--- src/rtl/spi_pkg.sv ---
// Shared SPI definitions: default widths, receiver FSM states and the
// mode-0 clock polarity/phase constants used by both bus partners.
package spi_pkg;

  localparam int DATA_W_DEF      = 8;
  localparam int SYNC_STAGES_DEF = 2;

  // Mode 0: sclk idles low, data sampled on the rising edge.
  localparam logic CPOL = 1'b0;
  localparam logic CPHA = 1'b0;

  typedef enum logic [1:0] {
    ST_WAIT_IDLE = 2'd0,
    ST_IDLE      = 2'd1,
    ST_SHIFT     = 2'd2
  } state_e;

endpackage

--- src/rtl/spi_sync.sv ---
// Multi-stage input synchroniser with a history flop; exposes the synced
// level and one-cycle rise/fall pulses derived from it.
module spi_sync #(
  parameter int   SYNC_STAGES = 2,
  parameter logic RESET_VAL   = 1'b0
) (
  input  logic clk,
  input  logic rst,
  input  logic din,
  output logic data_o,
  output logic rise_o,
  output logic fall_o
);

  logic [SYNC_STAGES-1:0] sync_q, sync_d;
  logic                   hist_q, hist_d;

  // Shift the pin through the chain; the history flop trails the last stage.
  always_comb begin
    // NOTE: every always_comb output gets a value on every path so no latch is inferred.
    sync_d = {sync_q[SYNC_STAGES-2:0], din};
    hist_d = sync_q[SYNC_STAGES-1];
  end

  // Synchroniser and history registers.
  always_ff @(posedge clk or posedge rst) begin
    if (rst) begin
      // NOTE: sequential state uses non-blocking assignments so all flops update together.
      sync_q <= {SYNC_STAGES{RESET_VAL}};
      hist_q <= RESET_VAL;
    end else begin
      sync_q <= sync_d;
      hist_q <= hist_d;
    end
  end

  assign data_o = sync_q[SYNC_STAGES-1];
  assign rise_o = data_o & ~hist_q;
  assign fall_o = ~data_o & hist_q;

endmodule

--- src/rtl/spi_rx_slave.sv ---
// SPI mode-0 slave receiver: oversamples the bus, deserialises MOSI words
// MSB first, returns a reply word on MISO and flags aborted frames.
module spi_rx_slave
  import spi_pkg::*;
#(
  parameter int DATA_W      = DATA_W_DEF,
  parameter int SYNC_STAGES = SYNC_STAGES_DEF
) (
  input  logic              clk,
  input  logic              rst,
  input  logic              SPI_sclk,
  input  logic              SPI_csn,
  input  logic              SPI_mosi,
  output logic              SPI_miso,
  input  logic [DATA_W-1:0] tx_data,
  output logic              tx_load,
  output logic [DATA_W-1:0] rx_data,
  output logic              rx_valid,
  output logic              frame_err,
  output logic              busy
);

  localparam int              CNT_W    = $clog2(DATA_W);
  localparam logic [CNT_W-1:0] LAST_BIT = CNT_W'(DATA_W - 1);

  logic sclk_level_unused, sclk_rise, sclk_fall;
  logic cs_s, cs_rise, cs_fall;
  logic mosi_s, mosi_rise_unused, mosi_fall_unused;

  // Synchronisers start low: csn then reads as "selected" until the pin is
  // genuinely high, which keeps a frame in flight at reset release ignored.
  spi_sync #(.SYNC_STAGES(SYNC_STAGES), .RESET_VAL(CPOL)) u_sync_sclk (
    .clk(clk), .rst(rst), .din(SPI_sclk),
    .data_o(sclk_level_unused), .rise_o(sclk_rise), .fall_o(sclk_fall)
  );
  spi_sync #(.SYNC_STAGES(SYNC_STAGES), .RESET_VAL(1'b0)) u_sync_csn (
    .clk(clk), .rst(rst), .din(SPI_csn),
    .data_o(cs_s), .rise_o(cs_rise), .fall_o(cs_fall)
  );
  spi_sync #(.SYNC_STAGES(SYNC_STAGES), .RESET_VAL(1'b0)) u_sync_mosi (
    .clk(clk), .rst(rst), .din(SPI_mosi),
    .data_o(mosi_s), .rise_o(mosi_rise_unused), .fall_o(mosi_fall_unused)
  );

  state_e              state_q, state_d;
  logic [CNT_W-1:0]    bit_cnt_q, bit_cnt_d;
  logic [DATA_W-1:0]   rx_shift_q, rx_shift_d;
  logic [DATA_W-1:0]   tx_shift_q, tx_shift_d;
  logic [DATA_W-1:0]   rx_data_q, rx_data_d;
  logic                word_done_q, word_done_d;
  logic                rx_valid_q, rx_valid_d;
  logic                tx_load_q, tx_load_d;
  logic                frame_err_q, frame_err_d;
  logic                miso_q, miso_d;

  // FSM state register.
  always_ff @(posedge clk or posedge rst) begin
    if (rst) state_q <= ST_WAIT_IDLE;
    else     state_q <= state_d;
  end

  // FSM next state; a chip-select release always ends the frame.
  always_comb begin
    state_d = state_q;
    case (state_q)
      ST_WAIT_IDLE: if (cs_s)    state_d = ST_IDLE;
      ST_IDLE:      if (cs_fall) state_d = ST_SHIFT;
      ST_SHIFT:     if (cs_rise) state_d = ST_IDLE;
      default:                   state_d = ST_WAIT_IDLE;
    endcase
  end

  // FSM outputs and datapath: shifting, word completion, reply reload.
  always_comb begin
    bit_cnt_d   = bit_cnt_q;
    rx_shift_d  = rx_shift_q;
    tx_shift_d  = tx_shift_q;
    word_done_d = 1'b0;
    tx_load_d   = 1'b0;
    frame_err_d = 1'b0;
    // A completed word is published one cycle after its last bit is shifted in.
    rx_valid_d  = word_done_q;
    rx_data_d   = word_done_q ? rx_shift_q : rx_data_q;
    miso_d      = tx_shift_q[DATA_W-1];

    case (state_q)
      ST_IDLE: begin
        if (cs_fall) begin
          tx_shift_d = tx_data;
          tx_load_d  = 1'b1;
          bit_cnt_d  = '0;
        end
      end
      ST_SHIFT: begin
        if (cs_rise) begin
          // A coincident sclk edge is dropped; a partial word is discarded.
          frame_err_d = (bit_cnt_q != '0);
        end else if (sclk_rise) begin
          rx_shift_d = {rx_shift_q[DATA_W-2:0], mosi_s};
          if (bit_cnt_q == LAST_BIT) begin
            bit_cnt_d   = '0;
            word_done_d = 1'b1;
          end else begin
            bit_cnt_d = bit_cnt_q + CNT_W'(1);
          end
        end else if (sclk_fall) begin
          // A falling edge with the counter at zero follows a completed word.
          if (bit_cnt_q == '0) begin
            tx_shift_d = tx_data;
            tx_load_d  = 1'b1;
          end else begin
            tx_shift_d = {tx_shift_q[DATA_W-2:0], 1'b0};
          end
        end
      end
      default: ;
    endcase
  end

  // Datapath and output registers.
  always_ff @(posedge clk or posedge rst) begin
    if (rst) begin
      bit_cnt_q   <= '0;
      rx_shift_q  <= '0;
      tx_shift_q  <= '0;
      rx_data_q   <= '0;
      word_done_q <= 1'b0;
      rx_valid_q  <= 1'b0;
      tx_load_q   <= 1'b0;
      frame_err_q <= 1'b0;
      miso_q      <= 1'b0;
    end else begin
      bit_cnt_q   <= bit_cnt_d;
      rx_shift_q  <= rx_shift_d;
      tx_shift_q  <= tx_shift_d;
      rx_data_q   <= rx_data_d;
      word_done_q <= word_done_d;
      rx_valid_q  <= rx_valid_d;
      tx_load_q   <= tx_load_d;
      frame_err_q <= frame_err_d;
      miso_q      <= miso_d;
    end
  end

  assign SPI_miso  = miso_q;
  assign tx_load   = tx_load_q;
  assign rx_data   = rx_data_q;
  assign rx_valid  = rx_valid_q;
  assign frame_err = frame_err_q;
  assign busy      = (state_q == ST_SHIFT);

endmodule

--- config.mk ---
export PLATFORM = sky130hd
export DESIGN_NAME = spi_rx_slave
export DESIGN_NICKNAME = d
export VERILOG_FILES = /design/src/rtl/spi_pkg.sv /design/src/rtl/spi_sync.sv /design/src/rtl/spi_rx_slave.sv
export SDC_FILE = /design/constraint.sdc
export NUM_CORES = 1
export LEC_CHECK = 0
export ABC_AREA = 1
export CAP_MARGIN = 10
export CORE_UTILIZATION = 40
export CTS_CLUSTER_DIAMETER = 100
export CTS_CLUSTER_SIZE = 24
export DETAILED_ROUTE_END_ITERATION = 6
export PLACE_DENSITY = 0.59
export SYNTH_ARGS = -nofsm -noshare
export SYNTH_HDL_FRONTEND = slang
export SYNTH_HIERARCHICAL = 1
export SYNTH_SLANG_ARGS = --single-unit
--- constraint.sdc ---
create_clock -name clk -period 1.8 [get_ports clk]
set_input_delay 0.27 -clock clk [delete_from_list [all_inputs] [get_ports clk]]
set_output_delay 0.27 -clock clk [all_outputs]
set_load 0.02 [all_outputs]
### Yosys cells after proc, flatten, opt, wreduce, memory -nomap -nowiden

Index checks and enable logic that the tools add are counted.

* multiplexer cells: 27
* divide/modulo/power cells: 0
* add/subtract/negate cells: 1
* shifts and indexed selects: 0
* magnitude comparators: 0
* multiply operators: 0
* reduce and logical (&&, ||, !) cells: 8
* equal/unequal tests: 10
* bitwise logic cells: 9

Operators with widths (number)
* 8-bit 2-to-1 mux: 5
* 8-bit one-hot mux with 2 select lines: 1
* 3-bit 2-to-1 mux: 4
* 1-bit 2-to-1 mux: 11
* 2-bit by 1-bit != test with 1-bit output, second input constant: 4
* 2-bit 2-to-1 mux: 3
* 2-bit != test, second input constant: 3
* 2-bit one-hot mux with 3 select lines: 1
* 3-bit one-hot mux with 2 select lines: 1
* 3-bit AND reduction: 2
* 1-bit inverter: 5
* 5-bit AND reduction: 1
* 1-bit bitwise AND: 4
* 4-bit AND reduction: 1
* 3-bit by 1-bit adder with 3-bit output, second input constant: 1
* 3-bit equality test, second input constant: 1
* 3-bit logical NOT: 1
* 3-bit nonzero test: 1
* 2-bit by 1-bit equality test with 1-bit output, second input constant: 1
* 2-bit equality test, second input constant: 1
* 2-bit logical NOT: 1
* 1-bit one-hot mux with 2 select lines: 1
* 2-bit nonzero test: 1

* memory bits (writable): 0
* latch bits: 0
* logic and storage cells: 70
* register bits after elaboration: 42
* bits in read-only memories: 0
* memories kept: 0
* output and inout port bits: 13
* input bits: 13

### Logic depth before layout (Yosys ltp)

* depth in word-level cells: 6
* depth in mapped cells: 9
* gate-level depth less buffers: 9

### By module

Netlist, hierarchy kept.

Modules (own cells, without submodules)
* spi_rx_slave: instances 1, area each 1579.0 µm², cells an instance 178
* spi_sync: instances 3, area each 93.8 µm², cells an instance 8

### Least setup slack after synthesis

Ideal clock, no wire load.

* path type: register to register
* start: register state_q[0]
* end: register tx_shift_q[1]
* path buffers: 0
* arrival: 1.410 ns
* path slack: 0.273 ns
* cell stages (with the launch flop): 10
* setup time: 0.118 ns
* cells stage by stage: dfrtp_1 inv_1 ha_1 inv_2 nor2_4 nand2_1 nand2_4 nand2_4 nand2_1 nand2_1

* cells in the longest elaborated chain, start to end: 3
* elaborated cells between the ends (all ways): 9
* those cells by class: eq/ne: 6; mux: 1; reduce/logical: 2

RTL lines
* start, declared: RTL line spi_rx_slave.sv:45 `state_e state_q, state_d;`
* start signal, assigned: RTL line spi_rx_slave.sv:59 `else state_q <= state_d;`
* 2-bit equality test *
* named net busy: RTL line spi_rx_slave.sv:20 `output logic busy`
* 2-bit by 1-bit != test with 1-bit output (no line), or another cell as far along
* 5-bit AND reduction (no line)
* end signal, assigned: RTL line spi_rx_slave.sv:135 `tx_shift_q <= tx_shift_d;`
* end, declared: RTL line spi_rx_slave.sv:48 `logic [DATA_W-1:0] tx_shift_q, tx_shift_d;`

The timed path passes the listed nets; every way through them passes the cells marked *.
A chain may end at the register's enable or synchronous reset.

### Worst setup path in the final report

* start: register state_q[0]
* end: output busy

* cells in the longest elaborated chain, start to end: 1

RTL lines
* 2-bit equality test: RTL line spi_rx_slave.sv:150 `assign busy = (state_q == ST_SHIFT);`
* end, declared: RTL line spi_rx_slave.sv:20

No other way between the ends.

==> qor.json <==
{
  "outcome": "finished, final reports clean",
  "detail_route.vias_per_cell": 4.51,
  "first_global_vias": 1209,
  "placeableCoreArea_sq_um": 4350,
  "syn_to_final_growth_pct": 21.9,
  "grt_max_degree": 35,
  "cp.arrival_ps": 1370,
  "buffer_ports.inserted": 25,
  "worstPathCellList": "inv_1 -> ha_1 -> dlygate4sd2_1",
  "ant_nets": 0,
  "numCtsBuffers": 5,
  "grt.overflow.total": 0,
  "tritoncts": "built",
  "first_pass_grt_wire_length_microns": 5430,
  "vias": 1264,
  "leakage_power_uw": 0.00111,
  "drt-pass1-iter-count": 4,
  "cp.buffers_inverters": 2,
  "min-delay-path-class": "input pin to asynchronous set/reset pin",
  "final-setup-viol-count": 0,
  "groute.usage.overall_pct": 14.5,
  "drc": 0,
  "post_synth_instance_area_sq_um": 1820,
  "irDropWorstVdd_mv": 0.571,
  "drive_above_1_share_pct": 8.33,
  "num_io_pins": 26,
  "report.final.slew_viol_count": 0,
  "cts_setup_buffers": 0,
  "cpLargestDelayFamily": "buffers and inverters",
  "internal-power_uw": 1730,
  "setup_repair_after_global_routing_missed_its_margin": "false",
  "drt_wl_total_microns": 2970,
  "clkTransAtPathRegs_ps": 70,
  "critPathCapture": "busy",
  "count_of_routing_violations_after_the_opening_detailed_route_iteration": 119,
  "timing.critical_path.slowest_stage_cell": "sky130_fd_sc_hd__dfrtp_1",
  "starting_density_of_the_core_pct": 41.8,
  "timing.critical_path.from": "state_q[0]",
  "critical_path_class": "flip-flop to output port",
  "cts_sinks": 42,
  "grt_antenna_before_repair": 0,
  "finalHoldViolCount": 0,
  "tightestPinTransition_ps": 468,
  "floorplan.die_area_sq_um": 4820,
  "worst-path-stages": 3,
  "n_antenna_cell": 0,
  "globalplace.congestion": 0.789,
  "netlist_instances": 197,
  "postSynthAreaPerCell_sq_um": 9.24,
  "p_switching_uw": 969,
  "p_sw_share_pct": 35.9,
  "rows": 24,
  "seq_power_share_pct": 46.0,
  "max_cap_viol_count": 0,
  "finalCriticalPeriod_ps": 1640,
  "fmax_ghz": 0.610,
  "pwr-share-comb_pct": 33.0,
  "type_of_element_capturing_the_critical_path": "output port",
  "crit_fanout": 5,
  "power_density_nw_per_um2": 1220,
  "detailedPlacementHpwl_microns": 2090,
  "fin_skew_ps": 4.67,
  "final_period_utilization_pct": 91.1,
  "worst_skew_pair_later_pin_latency_ps": 290,
  "critical_path.reg2reg.startpoint": "state_q[0]",
  "die_width_microns": 69.5,
  "critical_path.max_stage_delay_ps": 430,
  "setup-tns-final_ps": 0,
  "wl_per_cell_microns": 10.6,
  "syn-num-nets": 218,
  "timing.reg2reg.setup_slack_ps": 190,
  "fill_cells": 429,
  "clock-root-buffer": "sky130_fd_sc_hd__clkbuf_8",
  "cts_max_level": 2,
  "die-height_microns": 69.5,
  "worstSetupStartpointType": "flip-flop",
  "required_ps": 1530,
  "clockPowerShare_pct": 21.0,
  "critical_path.reg2reg.endpoint": "tx_shift_q[5]",
  "fin_util_pct": 51.0,
  "design.final.nets": 249,
  "reg2regPathDepth": 10,
  "worst_slew_margin_rel_pct": 68.8,
  "ys.warnings.count": 6,
  "cts.path.max_buffers": 2
}
## power by group through the flow
stage | clock, uW | sequential (uW) | combinational (uW)
finish | 567 | 1240 | 890
global route | 630 | 1260 | 1030
CTS | 594 | 1240 | 907
detailed placement | 0 | 1260 | 910
global placement | 0 | 1260 | 910
floorplan | 0 | 1250 | 650
## through the flow
step	setup WS (ps)	cell area (sq um)	power, uW	hold WS [ps]	cells
global placement	203	2140	2160	332	273
floorplan	273	1820	1900	11.2	197
global route	46.4	2220	2920	249	280
detailed placement	188	2140	2170	338	273
CTS	138	2220	2740	224	280
finish	160	2220	2700	218	280
## sequential cells by signal (all words and copies together) (netlist names)
register,count
u_sync_mosi/sync_q,2
SPI_miso,1
rx_shift_q,8
bit_cnt_q,3
rx_data,8
frame_err,1
rx_valid,1
rx_valid_d,1
u_sync_csn/hist_q,1
state_q,2
tx_shift_q,8
u_sync_sclk/sync_q,2
u_sync_csn/sync_q,2
u_sync_sclk/hist_q,1
tx_load,1
## cells in the final DEF, fill, tap and decap left out, drive strengths merged
cell and n:
dfrtp 42, nand4 1, o21bai 1, ha 8
inv 27, clkinv 2, nand2 59, nor2 16
a21boi 1, clkdlybuf4s50 24, nand3 16, a21oi 9
dlygate4sd2 1, clkbuf 5, buf 2, o21ai 11
o211ai 1, mux2 2
## routing by layer
layer,part of all wire (%),global-route usage [%],vias to the layer above
met1,53,19.8,563
li1,-,-,675
met4,2.1,8.16,0
met5,0,0,-
met2,42,21.3,20
met3,3.2,3.49,6
## timing repair
| action | in CTS | in global routing |
|---|---|---|
| gates resized for setup | 1 | 0 |
| hold buffers | 0 | 0 |
| endpoints found under the setup margin | 1 | 0 |
## worst register-to-register path: stages, from the launching register on
cell	delay, ps
sky130_fd_sc_hd__dfrtp_1	430
sky130_fd_sc_hd__inv_1	90
sky130_fd_sc_hd__ha_1	210
sky130_fd_sc_hd__buf_12	150
sky130_fd_sc_hd__inv_2	60
sky130_fd_sc_hd__nor2_4	110
sky130_fd_sc_hd__nand2_1	100
sky130_fd_sc_hd__nand2_4	130
sky130_fd_sc_hd__nand2_4	90
sky130_fd_sc_hd__nand2_1	70
sky130_fd_sc_hd__nand2_1	60
## worst min path at each step
stage	end	start	slack, ps
after global routing	u_sync_mosi/sync_q[1]	rst	250
after floorplan	u_sync_mosi/sync_q[0]	rst	10
after CTS	u_sync_mosi/sync_q[0]	rst	220
final	u_sync_mosi/sync_q[0]	rst	220
after global placement	u_sync_sclk/sync_q[1]	u_sync_sclk/sync_q[0]	330
after detailed placement	u_sync_mosi/sync_q[1]	u_sync_mosi/sync_q[0]	340
## layout make-up
cell class	count	area, sq um	share of cell area, %
sequential	42	1050	47.4
tap	52	65.1	2.93
timing repair buffer	27	277	12.5
multi-input combinational	125	647	29.1
clock buffer	5	68.8	3.10
clock inverter	2	10.0	0.451
inverter	27	101	4.57
Power figures use the tool's default switching activity.
